===== src/rtl/instr_sequencer.sv =====
`default_nettype none
// ============================================================================
//  Module   : instr_sequencer
//  Purpose  : Instruction fetch/issue sequencer for the 8-bit CPU. Holds the
//             program counter, reads the registered instruction ROM, splits
//             each word into opcode/operand and issues one instruction every
//             three cycles, with stall, jump redirect and a halt opcode.
//  Revision : 1.0 - initial release
// ============================================================================
module instr_sequencer #(
  parameter int ADDR_W  = 5,
  parameter int INSTR_W = 8
) (
  input  logic               Clk,
  input  logic               Reset_n,
  input  logic               Start,
  input  logic               Stall,
  input  logic               Jump_en,
  input  logic [ADDR_W-1:0]  Jump_addr,
  output logic               Imem_rd,
  output logic [ADDR_W-1:0]  Imem_addr,
  input  logic [INSTR_W-1:0] Imem_data,
  output logic [2:0]         Opcode,
  output logic [INSTR_W-4:0] Operand,
  output logic               En,
  output logic [ADDR_W-1:0]  PC,
  output logic               Halted
);

  // Sequencer states
  localparam logic [2:0] S_IDLE  = 3'd0;
  localparam logic [2:0] S_FETCH = 3'd1;
  localparam logic [2:0] S_LATCH = 3'd2;
  localparam logic [2:0] S_ISSUE = 3'd3;
  localparam logic [2:0] S_HALT  = 3'd4;

  localparam logic [2:0]        OP_HALT = 3'b111;
  localparam logic [ADDR_W-1:0] PC_ONE  = {{(ADDR_W-1){1'b0}}, 1'b1};

  logic [2:0]         state_q,   state_d;
  logic [ADDR_W-1:0]  pc_q,      pc_d;
  logic [2:0]         opcode_q,  opcode_d;
  logic [INSTR_W-4:0] operand_q, operand_d;
  logic               halted_q,  halted_d;
  logic               imem_rd_q;
  logic               halt_op;

  // The halt opcode suppresses issue regardless of Stall.
  assign halt_op = (opcode_q == OP_HALT);

  // Issue strobe is the only combinational output; it reacts to Stall in the same cycle.
  assign En = (state_q == S_ISSUE) && !Stall && !halt_op;

  // Next-state logic: fetch -> latch -> issue loop, with stall hold, jump and halt.
  always_comb begin
    state_d   = state_q;
    pc_d      = pc_q;
    opcode_d  = opcode_q;
    operand_d = operand_q;
    halted_d  = halted_q;
    case (state_q)
      S_IDLE: begin
        if (Start) begin
          state_d = S_FETCH;
        end
      end
      S_FETCH: begin
        state_d = S_LATCH;
      end
      S_LATCH: begin
        // ROM data is valid now; capture it straight into the issue registers.
        opcode_d  = Imem_data[INSTR_W-1 -: 3];
        operand_d = Imem_data[INSTR_W-4:0];
        state_d   = S_ISSUE;
      end
      S_ISSUE: begin
        if (halt_op) begin
          halted_d = 1'b1;
          state_d  = S_HALT;
        end else if (!Stall) begin
          // PC advances only on a real issue, so no wrong-path fetch ever happens.
          pc_d    = Jump_en ? Jump_addr : (pc_q + PC_ONE);
          state_d = S_FETCH;
        end
      end
      S_HALT: begin
        state_d = S_HALT;
      end
      default: begin
        state_d = S_IDLE;
      end
    endcase
  end

  // State and output registers; reset dominates every other input.
  always_ff @(posedge Clk) begin
    if (!Reset_n) begin
      state_q   <= S_IDLE;
      pc_q      <= '0;
      opcode_q  <= '0;
      operand_q <= '0;
      halted_q  <= 1'b0;
      imem_rd_q <= 1'b0;
    end else begin
      state_q   <= state_d;
      pc_q      <= pc_d;
      opcode_q  <= opcode_d;
      operand_q <= operand_d;
      halted_q  <= halted_d;
      // Read strobe is registered from the next state so it is high exactly in FETCH.
      imem_rd_q <= (state_d == S_FETCH);
    end
  end

  assign Imem_rd   = imem_rd_q;
  assign Imem_addr = pc_q;
  assign PC        = pc_q;
  assign Opcode    = opcode_q;
  assign Operand   = operand_q;
  assign Halted    = halted_q;

endmodule
`default_nettype wire


===== config.mk =====
export PLATFORM = sky130hd
export DESIGN_NAME = instr_sequencer
export DESIGN_NICKNAME = d
export VERILOG_FILES = /design/src/rtl/instr_sequencer.sv
export SDC_FILE = /design/constraint.sdc
export NUM_CORES = 1
export LEC_CHECK = 0
export ABC_AREA = 1
export CORE_UTILIZATION = 42
export DETAILED_ROUTE_END_ITERATION = 12
export PLACE_DENSITY_LB_ADDON = 0.25
export SETUP_SLACK_MARGIN = 0.2
export SLEW_MARGIN = 5
export SYNTH_ARGS = -nofsm -noshare
export SYNTH_HDL_FRONTEND = slang
export SYNTH_SLANG_ARGS = --single-unit

===== constraint.sdc =====
create_clock -name Clk -period 2.1 [get_ports Clk]
set_input_delay 0.42 -clock Clk [delete_from_list [all_inputs] [get_ports Clk]]
set_output_delay 0.42 -clock Clk [all_outputs]
set_load 0.01 [all_outputs]

==> summary.txt <==
# H-tree levels: 1
drt pass-1 iters: 4
port buffer count: 38
met3 usage in global routing: 0.0516
least setup slack across all paths after layout: 266 ps
post-synthesis sequential area ratio: 0.442
period utilization: 0.873
Routed Antenna Nets: 0
switching power: 182 uW
die outline width: 46.0 um
per-cell routed wire length: 10.2 um
initial standard-cell utilization of the core: 0.462
type of the worst setup path: input pin to primary output
leftover overflow at the end of global routing: 0
violation count after the first detailed-routing iteration: 16
clock transition at the register clock pins on the worst setup and hold paths after CTS: 100 ps
setup repair bufs after CTS: 0
r2r endpoint: Imem_addr[2]
met2 usage in global routing: 0.296
number of synthesized flops with an enable pin: 0
Max Freq: 545 MHz
worst setup slack after placement: 59.3 ps
internal power component: 553 uW
cell count of the worst hold path: 2
CTS tree: done
All-Layer GR Usage: 0.191
skew final: 1.11 ps
hold crit path type: register to register
remaining design rule violation count: 0
area enclosed by the die boundary: 2120 um2
switching part of the total: 0.248
count of endpoints failing setup in the final report: 0
number of different library cells in the post-synthesis netlist: 20
source-to-sink clock delay at the later pin of the worst-skew pair: 280 ps
TritonCTS buffer count: 3
pwr/cell area: 593 nW/um2
setup repair after global routing missed its margin: false
Ys Warns: 0
combined buffer and inverter count along the critical path: 4
number of filler cells placed in the layout: 150
synthesized netlist net count: 132
type of element launching the critical path: input pin
delay of the slowest critical-path stage: 470 ps
cell with the largest stage delay on the worst path: clkdlybuf4s50_1
final hold violations: 0
synthesized flop and latch total: 18
detailed placement HPWL: 1.36 mm
Antenna Cells: 0
Comb power frac: 0.201
global-route wire length before repair: 2.93 mm
routed vias/inst: 4.76
max-slew headroom at the worst pin: 0.822
endpoint required time on the critical path: 1680 ps
family of cells with the greatest summed delay on the critical path: buffers and inverters
initial antenna violation count: 0
GP Congestion: 0.803
total length of routed wires: 1.80 mm
status: finished, final reports clean
Mapped Cells: 113
Final min period: 1830 ps
endpoint of the worst hold-timing path: Halted
maximum ir drop on the vdd rail: 0.000441 V
number of top-level pins: 39
Leakage: 0.000477 uW
synthesis-to-layout area growth: 52.4%
fraction of final layout cells with drive strength greater than 1: 0.0795
critical path cell sequence: clkdlybuf4s50_1, inv_1, nand3_4, clkinv_1, dlygate4sd2_1
total negative slack for setup checks: 0 ps
hold buffers post-CTS: 0
Synth async-reset ratio: 0
critical path endpoint category: primary output
Hold Crit Start: Halted
number of cell rows: 15
met1 Use GR: 0.249
Core Box Area: 1760 um2
arrival time of data at the critical path endpoint: 1410 ps
number of nets in the final layout: 171
clk buf depth: 2
most frequently used flop master after synthesis: dfxtp_1
R2R Path Start: state_q[0]
number of vias after detailed routing: 837
sequential fraction of design power: 0.519
final max-slew violation count: 0
count of cells along the worst register-to-register path: 6
Least-Margin Pin Slew: 266 ps
synthesized area per cell: 7.21 um2
netlist area before placement: 815 um2
Max-cap violations: 0
pin count of the biggest net entering global routing: 14
R2R setup slack: 910 ps
Clk Tree Root Cell: clkbuf_4
GR peak layer: met2
Die Y: 46.0 um
share of power burned in the clock network: 0.280
CTS sink count: 18
number of global-route vias before repair: 675
top fanout value on the critical path: 3
sequential cells by signal, summed over array words and instances (netlist names):
signal and count:
Imem_addr 5, Operand 5, Opcode 3, state_q 3, Halted 1, Imem_rd 1
cells in the final DEF, fill, tap and decap left out:
master	instances
nand3_2	1
dlygate4sd2_1	1
dfxtp_1	17
clkbuf_4	3
clkdlybuf4s50_1	37
dfxtp_2	1
nor4_1	1
clkinv_1	1
nor3_1	1
nor2_4	1
clkbuf_8	1
nand3_4	1
buf_4	2
inv_2	1
nand2_2	1
nand3_1	4
a31oi_1	1
a21oi_1	5
nand2_1	15
o21ai_0	13
o21bai_1	1
ha_1	1
inv_1	8
nand4_1	3
nor2_1	30
worst register-to-register path, delay by kind of cell, from the launching register on:
kind / cells / cell delay, ps
flops: 1 / 390
simple gates: 4 / 360
compound gates: 1 / 170
buf+inv: 1 / 160
how the worst max path moves through the flow:
stage,start,to,depth (start not counted)
floorplan,Opcode[1],En,3
global route,Imem_addr[2],Imem_addr[2],1
finish,Stall,En,5
CTS,Stall,En,5
global placement,Stall,En,5
detailed placement,Stall,En,5
power groups by stage:
stage	clock network [uW]	logic, uW	registers [uW]
2_1_floorplan	0	58.0	394
3_3_place_gp	0	147	386
3_5_place_dp	0	149	388
4_1_cts	211	149	381
5_1_grt	229	163	385
6_report	206	148	382
synthesized netlist by cell type (all sizes together) (3+ instances only):
library cell  number  area [um2]
dfxtp             18         360
a21oi              5        25.0
o21ai             13        65.1
nor2              31         124
inv                9        33.8
nand3              6        42.5
buf                5        37.5
nand2             16        62.6
nand4              3        18.8
timing repair:
action / in CTS / in global routing
pin swaps: 0 / 0
resized for setup: 2 / 1
hold endpoints to repair: 0 / 0
endpoints found under the setup margin: 1 / 1
cell families (layout without fill, tap and decap cells):
kind of cell	count (synthesis)	in the layout	share of synthesized area
buffers and inverters	16	54	0.0968
adder cells (fa/ha/maj)	1	1	0.0154
flip-flops	18	18	0.442
AO/OA/AOI/OAI	20	20	0.127
AND/OR/NAND/NOR	58	58	0.318
cell type report:
type	count	area (um2)	share of cell area
timing repair buffer	40	394	0.318
multi-input combinational	79	380	0.306
inverter	10	37.5	0.0302
clock buffer	4	36.3	0.0292
sequential	18	362	0.291
tap	25	31.3	0.0252
routing by layer:
| metal | share of wire | vias to the layer above |
|---|---|---|
| met5 | 0 | - |
| met3 | 0.079 | 2 |
| met2 | 0.49 | 35 |
| met1 | 0.43 | 361 |
| li1 | - | 439 |
| met4 | 0.0067 | 0 |
metrics by stage:
stage	util	total power, uW	cell area [um2]	std cells	hold WS (ps)
5_1_grt	0.704	777	1240	176	478
3_5_place_dp	0.680	536	1200	172	439
6_report	0.704	735	1240	176	452
4_1_cts	0.701	741	1240	176	454
3_3_place_gp	0.680	533	1200	172	438
2_1_floorplan	-	453	815	113	474
Note: power is estimated with default switching activity, not from simulation.
==> RTL edit 1 (same flow settings) <==
`ADDR_W`: 5 -> 6.
--- a/src/rtl/instr_sequencer.sv
+++ b/src/rtl/instr_sequencer.sv
@@ -8,7 +8,7 @@
 //  Revision : 1.0 - initial release
 // ============================================================================
 module instr_sequencer #(
-  parameter int ADDR_W  = 5,
+  parameter int ADDR_W  = 6,
   parameter int INSTR_W = 8
 ) (
   input  logic               Clk,
Interface: changed (resized Imem_addr, Jump_addr and PC); port bits go from 39 to 42. No check against the original RTL was run, so the function may have changed too.
==> RTL edit 1 against the original RTL <==
- sequential cell count is 1 higher
- synthesized area is 9.4% higher
- wire length is 5.8% higher
- count of clock-buffer cells in the layout stayed put
- non-clock buffer count is 5 higher
- worst setup slack better by 0.039 ns
- power is 0.78% higher
- critical path depth stayed put
- cell area is 8.3% higher
- highest routed layer unchanged
==> RTL edit 1: results (changes against the original RTL) <==
synthesis:
  ys_seq_area_share_pct: 42.7  # was 44.2%
  synth_cell_types: 21  # was 20
  ys_seq_elements: 19  # was 18
  async_flop_share_pct: 0  # unchanged
  yosysWarnings: 0  # unchanged
  synthTopCellsByArea: "dfxtp_1 43%, nor2_1 13%, nand2_1 7.6%, o21ai_0 7.3%, buf_4 5.1%"  # was dfxtp_1 44%, nor2_1 14%, o21ai_0 8.0%, nand2_1 6.9%, buf_4 4.6%
  synth_nets: 142  # was 132
  synth-main-ff-cell: "dfxtp_1"  # unchanged
  ys_top_cells_by_count: "31 x nor2_1, 19 x dfxtp_1, 18 x nand2_1, 13 x o21ai_0, 8 x inv_1"  # was 30 x nor2_1, 18 x dfxtp_1, 15 x nand2_1, 13 x o21ai_0, 8 x inv_1
worst_hold_path:
  worstHoldPathType: "reg2reg"  # unchanged
finish:
  fillers: 168  # was 150
  antenna_cells: 0  # unchanged
  clockBufferCount: 4  # unchanged
  largest_reg_flops: 6
  multi_input_gates: 87  # was 79
  seq_share_pct: 28.5  # was 29.1%
  fin_nets: 185  # was 171
  nonClockInverterCount: 9  # was 10
  buf_share_pct: 32.7  # was 31.8%
  clk_share_pct: 1.96  # was 2.92%
  drive_gt1_share_pct: 11.0  # was 7.95%
  buffers: 45  # was 40
  multi_input_area_share_pct: 31.8  # was 30.6%
detailed_routing:
  drtPass1Iterations: 4  # unchanged
  dr.first_iter.drc_count: 11  # was 16
  wl_um: 1900  # was 1800 um
  routed-via-count: 908  # was 837
clocking:
  ctsLongestPathBuffers: 2  # unchanged
  clk-insertion-delay-late_ns: 0.30  # was 0.28 ns
  clk_pin_slew_ns: 0.10  # about the same
  numCtsBuffers: 3  # unchanged
  htreeDepth: 1  # unchanged
  cts-resized-gates: 3  # was 2
  post-cts-setup-buffers: 0  # unchanged
  root_buffer: "clkbuf_4"  # unchanged
power:
  cellLeakagePower_nw: 0.519  # was 0.477 nW
  vdd_drop_max_v: 0.000521  # was 0.000441 V
  swShare_pct: 26.2  # was 24.8%
placed_design:
  gp_congestion: 0.828  # was 0.803
  port_buffers: 41  # was 38
  dpl.hpwl_um: 1490  # was 1360 um
global_routing:
  grt_pass1_vias: 736  # was 675
  grtUsageTotal_pct: 18.8  # was 19.1%
  antenna_found_initial: 0  # unchanged
  grt_max_degree: 14  # unchanged
  grt_pass1_wl_um: 2900  # was 2930 um
worst_setup_path:
  cpPeakStageDelay_ns: 0.47  # about the same
  worst_ep_arrival_time_ns: 1.38  # was 1.41 ns
  critPathMaxFanout: 2  # was 3
  crit_path_top_delay_cell: "clkdlybuf4s50_1"  # unchanged
  crit_family: "buffers and inverters"  # unchanged
outcome:
  status: "finished, final reports clean"  # unchanged
sta:
  skew_ns: 0.00819  # was 0.00111 ns
  worst_slew_pin_slew_ns: 0.258  # was 0.266 ns
==> RTL edit 1: cell types whose count changed after synthesis, sizes merged, moves of 2 or more <==
| cell | change |
|---|---|
| a21oi | +4 |
| nand2 | +3 |
| nand4 | -2 |
| o21ai | +2 |
==> RTL edit 1: final timing paths <==
path / startpoint / to / slack [ns] / cells past startpoint
min reg2reg: Halted / Halted / 0.47 / 2
max: Stall / En / 0.30 / 5
min: Halted / Halted / 0.47 / 2
max reg2reg: state_q[1] / Imem_addr[3] / 0.92 / 8
==> RTL edit 1: per-stage QoR <==
step	power (mW)	hold slack, ns	worst slack (ns)	cells	area (um2)
2_1_floorplan	0.475	0.474	0.853	122	891
3_3_place_gp	0.561	0.444	0.0748	187	1320
3_5_place_dp	0.565	0.456	0.0785	187	1320
4_1_cts	0.751	0.474	0.295	191	1340
5_1_grt	0.788	0.496	0.223	191	1340
6_report	0.741	0.470	0.304	191	1340
==> RTL edit 1: power groups by stage <==
stage / Combinational [mW] / Clock [mW] / Sequential, mW
after CTS: 0.157 / 0.193 / 0.401
after global routing: 0.173 / 0.210 / 0.404
final: 0.155 / 0.185 / 0.401
after detailed placement: 0.156 / 0 / 0.408
after floorplan: 0.0603 / 0 / 0.415
after global placement: 0.155 / 0 / 0.407
==> RTL edit 1: cells by family (layout without fill, tap and decap cells) <==
group,count (synthesis),count (layout),synth area share [%]
adders and majority gates,1,1,1.40
AOI/OAI and AO/OA,26,26,17.1
buffers and inverters,16,58,9.41
and+or+nand+nor,60,60,29.4
DFF,19,19,42.7
==> RTL edit 1: per-layer routing <==
layer | up-vias | global-route usage, % | wire [um]
met4 | 0 | 10.0 | 27
met5 | - | 0 | 0
li1 | 477 | - | -
met3 | 4 | 5.28 | 140
met1 | 390 | 21.6 | 819
met2 | 37 | 31.4 | 915
==> RTL edit 2 (same flow settings) <==
Without the edit above. Take the reset off `pc_q` and `operand_q` and load them in a clocked block of their own.
--- a/src/rtl/instr_sequencer.sv
+++ b/src/rtl/instr_sequencer.sv
@@ -96,20 +96,21 @@
   always_ff @(posedge Clk) begin
     if (!Reset_n) begin
       state_q   <= S_IDLE;
-      pc_q      <= '0;
       opcode_q  <= '0;
-      operand_q <= '0;
       halted_q  <= 1'b0;
       imem_rd_q <= 1'b0;
     end else begin
       state_q   <= state_d;
-      pc_q      <= pc_d;
       opcode_q  <= opcode_d;
-      operand_q <= operand_d;
       halted_q  <= halted_d;
       // Read strobe is registered from the next state so it is high exactly in FETCH.
       imem_rd_q <= (state_d == S_FETCH);
     end
+  end
+
+  always_ff @(posedge Clk) begin
+    pc_q      <= pc_d;
+    operand_q <= operand_d;
   end
 
   assign Imem_rd   = imem_rd_q;
Formal check against the unedited RTL: differs if Reset_n is asserted again (counterexample within 4 cycles, from zero or initial values and one cycle with Reset_n low); with Reset_n held inactive, the same outputs for 10 cycles.
==> RTL edit 2 against the original RTL <==
- synthesized area stayed put
- largest cell class is now registers
- worst hold slack better by 0.0024 ns
- non-clock buffer count is 1 lower
- maximum frequency is 4.1% higher
- wire length is 14% lower
- cell area is 0.61% lower
- sequential cell count stayed put
- worst setup slack better by 0.072 ns
- first-iteration DRC count is 44% lower
- power is 0.27% higher
- critical endpoint is now PC[2]
==> RTL edit 2: results (changes against the original RTL) <==
outcome:
  status: "finished, final reports clean"  # unchanged
placed_design:
  gp_congestion: 0.766  # was 0.803
  dp_cells: 153  # was 172
  place_area_um2: 1200  # about the same
  dp_slack_ns: 0.210  # was 0.0593 ns
synthesis:
  syn_area_per_cell_um2: 8.67  # was 7.21 um2
  ys_top_cells_by_count: "22 x nand2_1, 13 x nor2_1, 12 x inv_1, 10 x edfxtp_1, 8 x dfxtp_1"  # was 30 x nor2_1, 18 x dfxtp_1, 15 x nand2_1, 13 x o21ai_0, 8 x inv_1
  synthTopCellsByArea: "edfxtp_1 37%, dfxtp_1 20%, nand2_1 10%, nor2_1 6.0%, inv_1 5.5%"  # was dfxtp_1 44%, nor2_1 14%, o21ai_0 8.0%, nand2_1 6.9%, buf_4 4.6%
  ys_seq_area_share_pct: 56.5  # was 44.2%
  synth_cell_types: 14  # was 20
  synth-main-ff-cell: "edfxtp_1"  # was dfxtp_1
  synth_edf_count: 10  # was 0
  synth-xor-area-share_pct: 1.08  # was 0%
  synth_nets: 113  # was 132
  synth_compound_area_share_pct: 5.53  # was 12.7%
worst_setup_path:
  cpPeakStageDelay_ns: 0.58  # was 0.47 ns
  crit_path_top_delay_cell: "clkdlybuf4s50_1"  # unchanged
  worst_ep_arrival_time_ns: 1.34  # was 1.41 ns
  critPathMaxFanout: 6  # was 3
global_routing:
  grt_pass1_vias: 610  # was 675
  grt_util_met1_pct: 19.2  # was 24.9%
  grt_max_degree: 11  # was 14
  grt_use_met2_pct: 28.2  # was 29.6%
  use_met3_pct: 2.78  # was 5.16%
  grtUsageTotal_pct: 16.4  # was 19.1%
  grt_pass1_wl_um: 2420  # was 2930 um
detailed_routing:
  drtPass1Iterations: 3  # was 4
  wl_um: 1550  # was 1800 um
  wl_met3_um: 82  # was 143 um
  routed-via-count: 712  # was 837
  met2_length_um: 754  # was 873 um
  post_drt_wl_per_cell_um: 9.85  # was 10.2 um
  dr.first_iter.drc_count: 9  # was 16
  wl_met1_um: 696  # was 770 um
clocking:
  root_buffer: "clkbuf_4"  # unchanged
  cts-resized-gates: 3  # was 2
power:
  cellLeakagePower_nw: 0.523  # was 0.477 nW
  vdd_drop_max_v: 0.000465  # was 0.000441 V
finish:
  drive_gt1_share_pct: 9.85  # was 7.95%
==> RTL edit 2: cell types whose count changed in the layout (fill, tap and decap cells not counted), sizes merged, moves of 3 or more <==
cell	change
dfxtp	-10
a21oi	-3
nand2	+10
edfxtp	+10
nor2	-16
inv	+3
o21ai	-6
==> RTL edit 2: layout make-up <==
class                           instances  area (um2)
Fill cell                             141         531
Clock buffer                            4        36.3
Multi-Input combinational cell         59         272
Sequential cell                        18         463
Inverter                               12        45.0
Tap cell                               25        31.3
Timing Repair Buffer                   39         387
==> RTL edit 2: final timing paths <==
check                     from      endpoint  slack [ns]  cells after the start
hold / removal          Halted        Halted        0.45                      2
setup reg to reg    state_q[1]  Imem_addr[3]        0.70                      4
setup / recovery  Imem_addr[2]         PC[2]        0.34                      1
hold reg to reg         Halted        Halted        0.45                      2
==> RTL edit 2: power breakdown <==
part           internal, mW  leakage, nW  switching [mW]  total [mW]
clock                 0.106       0.0210           0.104       0.210
combinational        0.0711        0.345          0.0521       0.123
sequential            0.393        0.157          0.0120       0.405
